**config.mk**
```make
export PLATFORM = sky130hd
export DESIGN_NAME = zx_vram_bridge
export DESIGN_NICKNAME = d
export VERILOG_FILES = /design/src/rtl/zx_video_pkg.sv /design/src/rtl/zx_sync_fifo.sv /design/src/rtl/zx_vram_bridge.sv
export SDC_FILE = /design/constraint.sdc
export NUM_CORES = 1
export LEC_CHECK = 0
export BUFFER_PORTS_ARGS = -buffer_cell sky130_fd_sc_hd__buf_4
export CAP_MARGIN = 5
export CELL_PAD_IN_SITES_DETAIL_PLACEMENT = 1
export CELL_PAD_IN_SITES_GLOBAL_PLACEMENT = 1
export CORE_UTILIZATION = 49
export DETAILED_ROUTE_END_ITERATION = 10
export PLACE_DENSITY_LB_ADDON = 0.1
export SLEW_MARGIN = 5
export SYNTH_ARGS = -nofsm -noshare
export SYNTH_HDL_FRONTEND = slang
export SYNTH_SLANG_ARGS = --single-unit
```
**constraint.sdc**
```tcl
create_clock -name clk -period 3.75 [get_ports clk]
set_input_delay 0.75 -clock clk [delete_from_list [all_inputs] [get_ports clk]]
set_output_delay 0.75 -clock clk [all_outputs]
set_load 0.05 [all_outputs]
```
**src/rtl/zx_video_pkg.sv**
```systemverilog
// Shared ZX screen-RAM constants and types for the VRAM bridge and its FIFO.
package zx_video_pkg;

  localparam int          VRAM_AW      = 13;
  localparam logic [15:0] ZX_SCR_BASE  = 16'h4000;
  localparam int unsigned ZX_SCR_SIZE  = 6912;
  localparam logic [15:0] ZX_RESV_MASK = 16'h0006;

  typedef struct packed {
    logic [VRAM_AW-1:0] addr;
    logic [7:0]         data;
  } vram_wr_t;

  typedef enum logic [1:0] {
    RD_IDLE,
    RD_PEND,
    RD_DATA
  } rd_st_e;

  function automatic logic phase_reserved(input logic [15:0] mask, input logic [3:0] phase);
    return mask[phase];
  endfunction

endpackage

```
**src/rtl/zx_sync_fifo.sv**
```systemverilog
// Single-clock FIFO with registered full/empty and extra-MSB wrap pointers.
module zx_sync_fifo #(
  parameter int WIDTH = 21,
  parameter int DEPTH = 8
) (
  input  logic             clk_i,
  input  logic             reset_i,
  input  logic             push_i,
  input  logic [WIDTH-1:0] wdata_i,
  input  logic             pop_i,
  output logic [WIDTH-1:0] rdata_o,
  output logic             full_o,
  output logic             empty_o
);

  localparam int AW = $clog2(DEPTH);

  logic [WIDTH-1:0] mem_q [DEPTH];
  logic [AW:0]      wr_ptr_q, wr_ptr_d;
  logic [AW:0]      rd_ptr_q, rd_ptr_d;
  logic             full_q, empty_q;
  logic             do_push, do_pop;

  assign do_push = push_i & ~full_q;
  assign do_pop  = pop_i & ~empty_q;

  always_comb begin
    wr_ptr_d = wr_ptr_q + {{AW{1'b0}}, do_push};
    rd_ptr_d = rd_ptr_q + {{AW{1'b0}}, do_pop};
  end

  always_ff @(posedge clk_i) begin
    if (reset_i) begin
      wr_ptr_q <= '0;
      rd_ptr_q <= '0;
      full_q   <= 1'b0;
      empty_q  <= 1'b1;
    end else begin
      wr_ptr_q <= wr_ptr_d;
      rd_ptr_q <= rd_ptr_d;
      empty_q  <= (wr_ptr_d == rd_ptr_d);
      // Same slot index but opposite lap bit means the writer is a full lap ahead.
      full_q   <= (wr_ptr_d[AW] != rd_ptr_d[AW]) && (wr_ptr_d[AW-1:0] == rd_ptr_d[AW-1:0]);
    end
  end

  always_ff @(posedge clk_i) begin
    if (do_push) mem_q[wr_ptr_q[AW-1:0]] <= wdata_i;
  end

  assign rdata_o = mem_q[rd_ptr_q[AW-1:0]];
  assign full_o  = full_q;
  assign empty_o = empty_q;

endmodule

```
**src/rtl/zx_vram_bridge.sv**
```systemverilog
// Arbitrates the single-port ZX screen RAM between fixed video slots and buffered Z80 traffic.
// Writes drain from a FIFO in free slots; reads wait for an empty FIFO and a free slot.
module zx_vram_bridge
  import zx_video_pkg::*;
#(
  parameter int unsigned FIFO_DEPTH = 8,
  parameter logic [15:0] RESV_MASK  = ZX_RESV_MASK,
  parameter logic [15:0] SCR_BASE   = ZX_SCR_BASE,
  parameter int unsigned SCR_SIZE   = ZX_SCR_SIZE
) (
  input  logic               clk,
  input  logic               reset,
  input  logic [3:0]         vid_phase,
  input  logic [VRAM_AW-1:0] video_addr,
  output logic [7:0]         video_data,
  input  logic [15:0]        cpu_addr,
  input  logic [7:0]         cpu_wdata,
  input  logic               cpu_we,
  input  logic               cpu_rd,
  output logic [7:0]         cpu_rdata,
  output logic               cpu_rvalid,
  output logic               cpu_wait,
  output logic [VRAM_AW-1:0] ram_addr,
  output logic [7:0]         ram_wdata,
  output logic               ram_we,
  input  logic [7:0]         ram_rdata
);

  localparam logic [16:0] SCR_LO = {1'b0, SCR_BASE};
  localparam logic [16:0] SCR_HI = SCR_LO + 17'(SCR_SIZE);

  rd_st_e             st_q;
  logic [VRAM_AW-1:0] rd_off_q;
  logic [7:0]         cpu_rdata_q;
  logic               cpu_rvalid_q;
  logic [7:0]         video_data_q;
  logic               resv_q;

  logic               hit, resv, free_slot;
  logic [VRAM_AW-1:0] cpu_off;
  logic               wr_hit, rd_hit, push, pop, rd_go;
  logic               fifo_full, fifo_empty;
  vram_wr_t           wr_ent, head;

  assign hit     = ({1'b0, cpu_addr} >= SCR_LO) && ({1'b0, cpu_addr} < SCR_HI);
  assign cpu_off = cpu_addr[VRAM_AW-1:0] - SCR_BASE[VRAM_AW-1:0];

  assign resv      = phase_reserved(RESV_MASK, vid_phase);
  assign free_slot = ~resv;

  // Strobes are only accepted while no read is outstanding.
  assign wr_hit = cpu_we & hit & (st_q == RD_IDLE);
  assign rd_hit = cpu_rd & hit & (st_q == RD_IDLE);
  assign push   = wr_hit & ~fifo_full;
  assign pop    = free_slot & ~fifo_empty;
  // A fresh read can use the strobe cycle itself when nothing is queued ahead of it.
  assign rd_go  = free_slot & fifo_empty &
                  ((st_q == RD_PEND) | (rd_hit & ~wr_hit));

  assign wr_ent = '{addr: cpu_off, data: cpu_wdata};

  zx_sync_fifo #(
    .WIDTH ($bits(vram_wr_t)),
    .DEPTH (FIFO_DEPTH)
  ) u_wr_fifo (
    .clk_i   (clk),
    .reset_i (reset),
    .push_i  (push),
    .wdata_i (wr_ent),
    .pop_i   (pop),
    .rdata_o (head),
    .full_o  (fifo_full),
    .empty_o (fifo_empty)
  );

  always_comb begin
    ram_addr  = '0;
    ram_wdata = '0;
    ram_we    = 1'b0;
    if (reset) begin
      ram_addr = '0;
    end else if (resv) begin
      ram_addr = video_addr;
    end else if (pop) begin
      ram_addr  = head.addr;
      ram_wdata = head.data;
      ram_we    = 1'b1;
    end else if (rd_go) begin
      ram_addr = (st_q == RD_PEND) ? rd_off_q : cpu_off;
    end
  end

  always_ff @(posedge clk) begin
    if (reset) begin
      st_q         <= RD_IDLE;
      rd_off_q     <= '0;
      cpu_rdata_q  <= '0;
      cpu_rvalid_q <= 1'b0;
      video_data_q <= '0;
      resv_q       <= 1'b0;
    end else begin
      resv_q       <= resv;
      cpu_rvalid_q <= 1'b0;
      if (resv_q) video_data_q <= ram_rdata;
      case (st_q)
        RD_IDLE: begin
          if (rd_hit) begin
            rd_off_q <= cpu_off;
            st_q     <= rd_go ? RD_DATA : RD_PEND;
          end
        end
        RD_PEND: begin
          if (rd_go) st_q <= RD_DATA;
        end
        RD_DATA: begin
          cpu_rdata_q  <= ram_rdata;
          cpu_rvalid_q <= 1'b1;
          st_q         <= RD_IDLE;
        end
        default: st_q <= RD_IDLE;
      endcase
    end
  end

  assign video_data = video_data_q;
  assign cpu_rdata  = cpu_rdata_q;
  assign cpu_rvalid = cpu_rvalid_q;
  assign cpu_wait   = fifo_full | (st_q != RD_IDLE);

endmodule
```
==> results.json, run 1 <==
{
  "crit_path_top_delay_cell": "buf_4",
  "fin_setup_tns_ns": 0,
  "drt_drc_violations_left": 0,
  "viasPerCell": 5.72,
  "r2r_start": "st_q[0]$_SDFFE_PP0P_",
  "grt_max_degree": 58,
  "final-instance-count-excl-fill": 893,
  "grt_antenna_before_repair": 0,
  "relSlewSlack_pct": 33.6,
  "hold_path.class": "flop to flop",
  "fmax_mhz": 289,
  "cts_setup_buffers": 0,
  "grt-ovfl-total": 0,
  "ys.flop_type": "edfxtp_1",
  "cts_buffer_depth": 3,
  "drv_cap": 0,
  "worstPathRequired_ns": 3.00,
  "ys_ff_latch": 211,
  "drive_gt1_share_pct": 28.9,
  "r2r_slack_ns": 0.70,
  "wirelength_microns": 21300,
  "status": "complete, no violations",
  "vdd_drop_max_mv": 0.376,
  "synth-edff-count": 168,
  "diodes": 0,
  "netlist_area_sq_um": 8720,
  "drt_pre_antenna_iters": 4,
  "ys_top_cells_by_count": "168 x edfxtp_1, 70 x nor2_1, 68 x mux2i_1, 43 x dfxtp_1, 19 x nand2_1",
  "synth_area_leaders": "edfxtp_1 58%, dfxtp_1 9.9%, mux2i_1 7.8%, mux4_1 4.8%, mux4_2 3.4%",
  "synth_cells": 544,
  "dieArea_sq_um": 18300,
  "cts_hold_buf": 0,
  "endpoint": "ram_addr[3]",
  "antenna_left": 0,
  "port_buffers": 92,
  "clock_sinks": 211,
  "cts_resized": 0,
  "ioPinCount": 93,
  "slew_violations": 0,
  "design.core.area_sq_um": 17400,
  "htree_levels": 1,
  "clock_skew_ns": 0.0114,
  "critPathKind": "flop to primary output",
  "syn_avg_cell_area_sq_um": 16.0,
  "syn-num-nets": 601,
  "finish.utilization_pct": 60.6,
  "first_iter_violations": 260,
  "place_hpwl_microns": 13500,
  "ys_types": 45,
  "end_kind": "primary output",
  "rsz0062_at_grt": "no",
  "root_buffer": "clkbuf_16",
  "synth_top_area_share_pct": 57.9,
  "grtUsageTotal_pct": 23.9,
  "die_w_microns": 135,
  "cts_tree": "yes",
  "arrival_ns": 2.71,
  "synth.most_common_cell": "edfxtp_1",
  "clk_pin_slew_ns": 0.06,
  "synthArstFlopShare_pct": 0,
  "setup_slack_ns": 0.289,
  "r2r_end": "u_wr_fifo.full_o$_SDFF_PP0_",
  "crit_path_start": "u_wr_fifo.rd_ptr_q[1]$_SDFF_PP0_",
  "grt_pass1_wl_microns": 32100,
  "routabilityCongestion": 0.751,
  "yosysSeqAreaShare_pct": 67.7,
  "post_drt_wl_per_cell_microns": 23.9,
  "worstSetupStartpointType": "flop",
  "first_global_vias": 5486,
  "rows": 48,
  "finalCritPeriodShare_pct": 92.3,
  "p_leak_uw": 0.00369,
  "synth_area_leader_cell": "edfxtp_1",
  "fin_hold_ws_ns": 0.457,
  "reg2regPathDepth": 9,
  "detailedPlace.worstSlack_ns": 0.488,
  "dpl.cell_count": 851,
  "clk_latency_ns": 0.51,
  "crit_top_cell": "buf_4",
  "period_needed_ns": 3.46,
  "path_max_fanout": 32,
  "vias": 5108,
  "numCtsBuffers": 23,
  "syn_to_final_growth_pct": 20.7,
  "powerDensity_nw_per_um2": 570,
  "worstPathCellList": "buf_4 -> nand2b_1 -> buf_4 -> o22ai_1 -> a211oi_1 -> a2111oi_2 -> buf_4",
  "initial_core_util_pct": 50.2,
  "yosys_warnings": 0,
  "slowest_delay_ns": 0.41,
  "nNetsFinal": 708,
  "report.final.hold_viol_count": 0,
  "setup_viol": 0,
  "die_h_microns": 135,
  "tightest_slew_ns": 0.996
}
state kept, by name (all words and copies together), names as in the netlist:
register / count
rd_off_q: 13
u_wr_fifo.full_o: 1
u_wr_fifo.empty_o: 1
u_wr_fifo.rd_ptr_q: 4
cpu_rvalid: 1
cpu_rdata: 8
resv_q: 1
u_wr_fifo.mem_q: 168
u_wr_fifo.wr_ptr_q: 4
video_data: 8
st_q: 2
through the flow:
stage	cell area (sq um)	power [uW]
after CTS	10500	6040
after detailed placement	9710	3640
after global placement	9710	3620
final	10500	6000
after global routing	10500	6170
after floorplan	8770	3390
cell type report:
type,count,area (sq um)
clock buffers,34,668
inverters,3,11.3
fillers,1630,6840
clock inverters,8,144
multi-input cells,295,2630
well taps,225,282
repair buffers,117,878
flip-flops and latches,211,5910
critical path: cells and delay by family, from the launching register on:
family,cells,cell delay [ns]
buffers and inverters,3,0.90
AO/OA/AOI/OAI,3,0.84
flip-flops,1,0.33
AND/OR/NAND/NOR,1,0.11
how the worst min path moves through the flow:
stage                                           end  slack [ns]  depth (start not counted)                      start
CTS                 u_wr_fifo.mem_q[1][1]$_DFFE_PP_        0.46                          1               cpu_wdata[1]
global placement          cpu_rdata[7]$_SDFFE_PP0P_        0.45                          2  cpu_rdata[7]$_SDFFE_PP0P_
finish                    cpu_rdata[3]$_SDFFE_PP0P_        0.46                          2  cpu_rdata[3]$_SDFFE_PP0P_
detailed placement        cpu_rdata[3]$_SDFFE_PP0P_        0.45                          2  cpu_rdata[3]$_SDFFE_PP0P_
floorplan                  rd_off_q[0]$_SDFFE_PP0P_        0.46                          2   rd_off_q[0]$_SDFFE_PP0P_
global route        u_wr_fifo.mem_q[1][5]$_DFFE_PP_        0.47                          1               cpu_wdata[5]
per-layer routing:
metal	vias to the layer above	wire (microns)	global-route usage, %
met5	-	0	0
met4	0	652	8.36
met3	42	613	2.92
met2	102	11100	41.9
met1	2634	8970	30.8
li1	2330	-	-
cells by family (layout without fill, tap and decap cells):
group / after synthesis / after routing / synth area share, %
AOI/OAI and AO/OA: 70 / 70 / 6.03
and+or+nand+nor: 115 / 115 / 5.94
DFF: 211 / 211 / 67.7
xor gates and xnor gates: 9 / 9 / 0.904
adders and majority gates: 4 / 4 / 0.574
muxes: 97 / 97 / 16.0
buffers and inverters: 38 / 162 / 2.83
where the power goes:
group          total [uW]  internal [uW]  switching (uW)
clock                2410           1510             900
combinational        1010            444             561
sequential           2580           2550            35.6
layout by cell type, fill, tap and decap left out, types with 3 or more instances in the layout:
cell / instances
nor2_2: 6
nor2b_1: 5
mux2i_1: 68
bufinv_16: 4
clkinv_2: 3
inv_1: 3
dfxtp_1: 42
a21oi_1: 11
clkbuf_1: 7
mux4_1: 16
a2111oi_2: 13
xnor2_1: 6
o22ai_1: 13
clkbuf_8: 3
nor2_1: 64
mux4_2: 13
xor2_1: 3
o21ai_0: 13
nand3_1: 3
ha_1: 4
edfxtp_1: 168
buf_4: 117
clkbuf_16: 24
a211oi_1: 13
nand2b_1: 5
nand2_1: 19
Power figures use the tool's default switching activity.
==> run 2: changes to the inputs <==
--- a/config.mk
+++ b/config.mk
@@ -10,7 +10,8 @@
 export CELL_PAD_IN_SITES_DETAIL_PLACEMENT = 1
 export CELL_PAD_IN_SITES_GLOBAL_PLACEMENT = 1
-export CORE_UTILIZATION = 49
+export CORE_UTILIZATION = 35
 export DETAILED_ROUTE_END_ITERATION = 10
 export PLACE_DENSITY_LB_ADDON = 0.1
+export SETUP_SLACK_MARGIN = 0.5
 export SLEW_MARGIN = 5
 export SYNTH_ARGS = -nofsm -noshare
==> constraint.sdc (replaced) <==
create_clock -name clk -period 3.75 [get_ports clk]
set_input_delay 0.9375 -clock clk [delete_from_list [all_inputs] [get_ports clk]]
set_output_delay 0.9375 -clock clk [all_outputs]
set_load 0.05 [all_outputs]
==> results.json, run 2 (same netlist as run 1, synthesis figures left out) <==
{
  "clk_latency_ns": 0.51,
  "ioPinCount": 93,
  "arrival_ns": 2.38,
  "vias": 5162,
  "place_hpwl_microns": 14200,
  "first_global_vias": 5702,
  "status": "complete, no violations",
  "clock_skew_ns": 0.00961,
  "dieArea_sq_um": 25500,
  "drv_cap": 0,
  "setup_viol": 0,
  "rows": 57,
  "die_h_microns": 160,
  "grt-ovfl-total": 0,
  "drive_gt1_share_pct": 38.8,
  "die_w_microns": 160,
  "final_area_sq_um": 11500,
  "root_buffer": "clkbuf_16",
  "htree_levels": 1,
  "nNetsFinal": 729,
  "port_buffers": 92,
  "cts_tree": "yes",
  "p_leak_uw": 0.00387,
  "fin_setup_tns_ns": 0,
  "design.core.area_sq_um": 24400,
  "viasPerCell": 5.09,
  "largest_reg_flops": 168,
  "post_drt_wl_per_cell_microns": 21.6,
  "grt_max_degree": 42,
  "path_max_fanout": 5,
  "syn_to_final_growth_pct": 31.7,
  "grt_pass1_wl_microns": 34400,
  "wirelength_microns": 21900,
  "antenna_left": 0,
  "diodes": 0,
  "end_kind": "primary output",
  "period_needed_ns": 3.32,
  "dpl.cell_count": 957,
  "clk_pin_slew_ns": 0.06,
  "fmax_mhz": 302,
  "routabilityCongestion": 0.782,
  "drt_pre_antenna_iters": 4,
  "fin_hold_ws_ns": 0.462,
  "slew_violations": 0,
  "clock_sinks": 211,
  "final_cell_mix": "168 x edfxtp_1, 105 x buf_4, 66 x mux2i_1",
  "numCtsBuffers": 25,
  "powerDensity_nw_per_um2": 558,
  "rsz0062_at_grt": "yes",
  "grt_antenna_before_repair": 0,
  "finalCritPeriodShare_pct": 88.4,
  "hold_path.class": "flop to flop",
  "critPathKind": "input pin to primary output",
  "vdd_drop_max_mv": 0.287,
  "worstPathRequired_ns": 2.81,
  "grtUsageTotal_pct": 17.6,
  "worstSetupStartpointType": "input pin",
  "place_area_sq_um": 10100,
  "tightest_slew_ns": 0.518,
  "drt_drc_violations_left": 0,
  "final-instance-count-excl-fill": 1014,
  "initial_core_util_pct": 35.7,
  "final_common_cell": "edfxtp_1",
  "relSlewSlack_pct": 65.4,
  "cts_buffer_depth": 3,
  "first_iter_violations": 293,
  "report.final.hold_viol_count": 0
}
run 2: repair_timing:
action | 4_1_cts | 5_1_grt
hold endpoints to repair | 0 | 0
pin swaps | 21 | 14
cloned | 4 | 0
setup buffers | 5 | 3
hold buffers | 0 | 0
setup endpoints to repair | 22 | 16
resized for setup | 103 | 17
run 2: per-layer routing:
layer	vias to the layer above	global-route usage, %	wire length, microns
met1	2632	25.6	10300
met5	-	0	0
met3	28	3.43	1360
met2	140	27.4	10000
li1	2362	-	-
met4	0	3.85	302
run 2: final timing paths:
| check | from | end | slack (ns) | cells after the start |
|---|---|---|---|---|
| worst max-delay path | cpu_addr[8] | ram_addr[4] | 0.43 | 8 |
| worst min-delay path | cpu_rdata[5]$_SDFFE_PP0P_ | cpu_rdata[5]$_SDFFE_PP0P_ | 0.46 | 2 |
| worst max register to register | st_q[0]$_SDFFE_PP0P_ | u_wr_fifo.full_o$_SDFF_PP0_ | 1.04 | 9 |
| worst min register to register | cpu_rdata[5]$_SDFFE_PP0P_ | cpu_rdata[5]$_SDFFE_PP0P_ | 0.46 | 2 |
run 2: cell type report:
class	count	area, sq um
repair buffers	135	1220
flip-flops and latches	211	5910
inverters	3	11.3
fillers	2365	12900
multi-input cells	296	3100
well taps	324	405
clock inverters	17	190
clock buffers	28	637
run 2: report_power, final:
group          total [uW]  switching, uW  internal [uW]
Combinational        1390            709            678
Clock                2430            937           1500
Sequential           2580           34.4           2550
Total                6400           1680           4720
run 2: worst max-delay path: stages:
cell and delay, ns:
buf_8 0.10, a21oi_4 0.15, buf_6 0.12, o2111a_2 0.27, buf_6 0.15, o21ai_1 0.11, a2111oi_4 0.32, buf_6 0.20
run 2: per-stage QoR:
stage / utilization [%] / total power (uW) / setup slack (ns)
6_report: 47.1 / 6400 / 0.434
5_1_grt: 47.1 / 6640 / 0.373
4_1_cts: 46.7 / 6430 / 0.384
3_5_place_dp: 41.3 / 3710 / 0.199
3_3_place_gp: 41.3 / 3710 / 0.262
2_1_floorplan: - / 3460 / 0.379
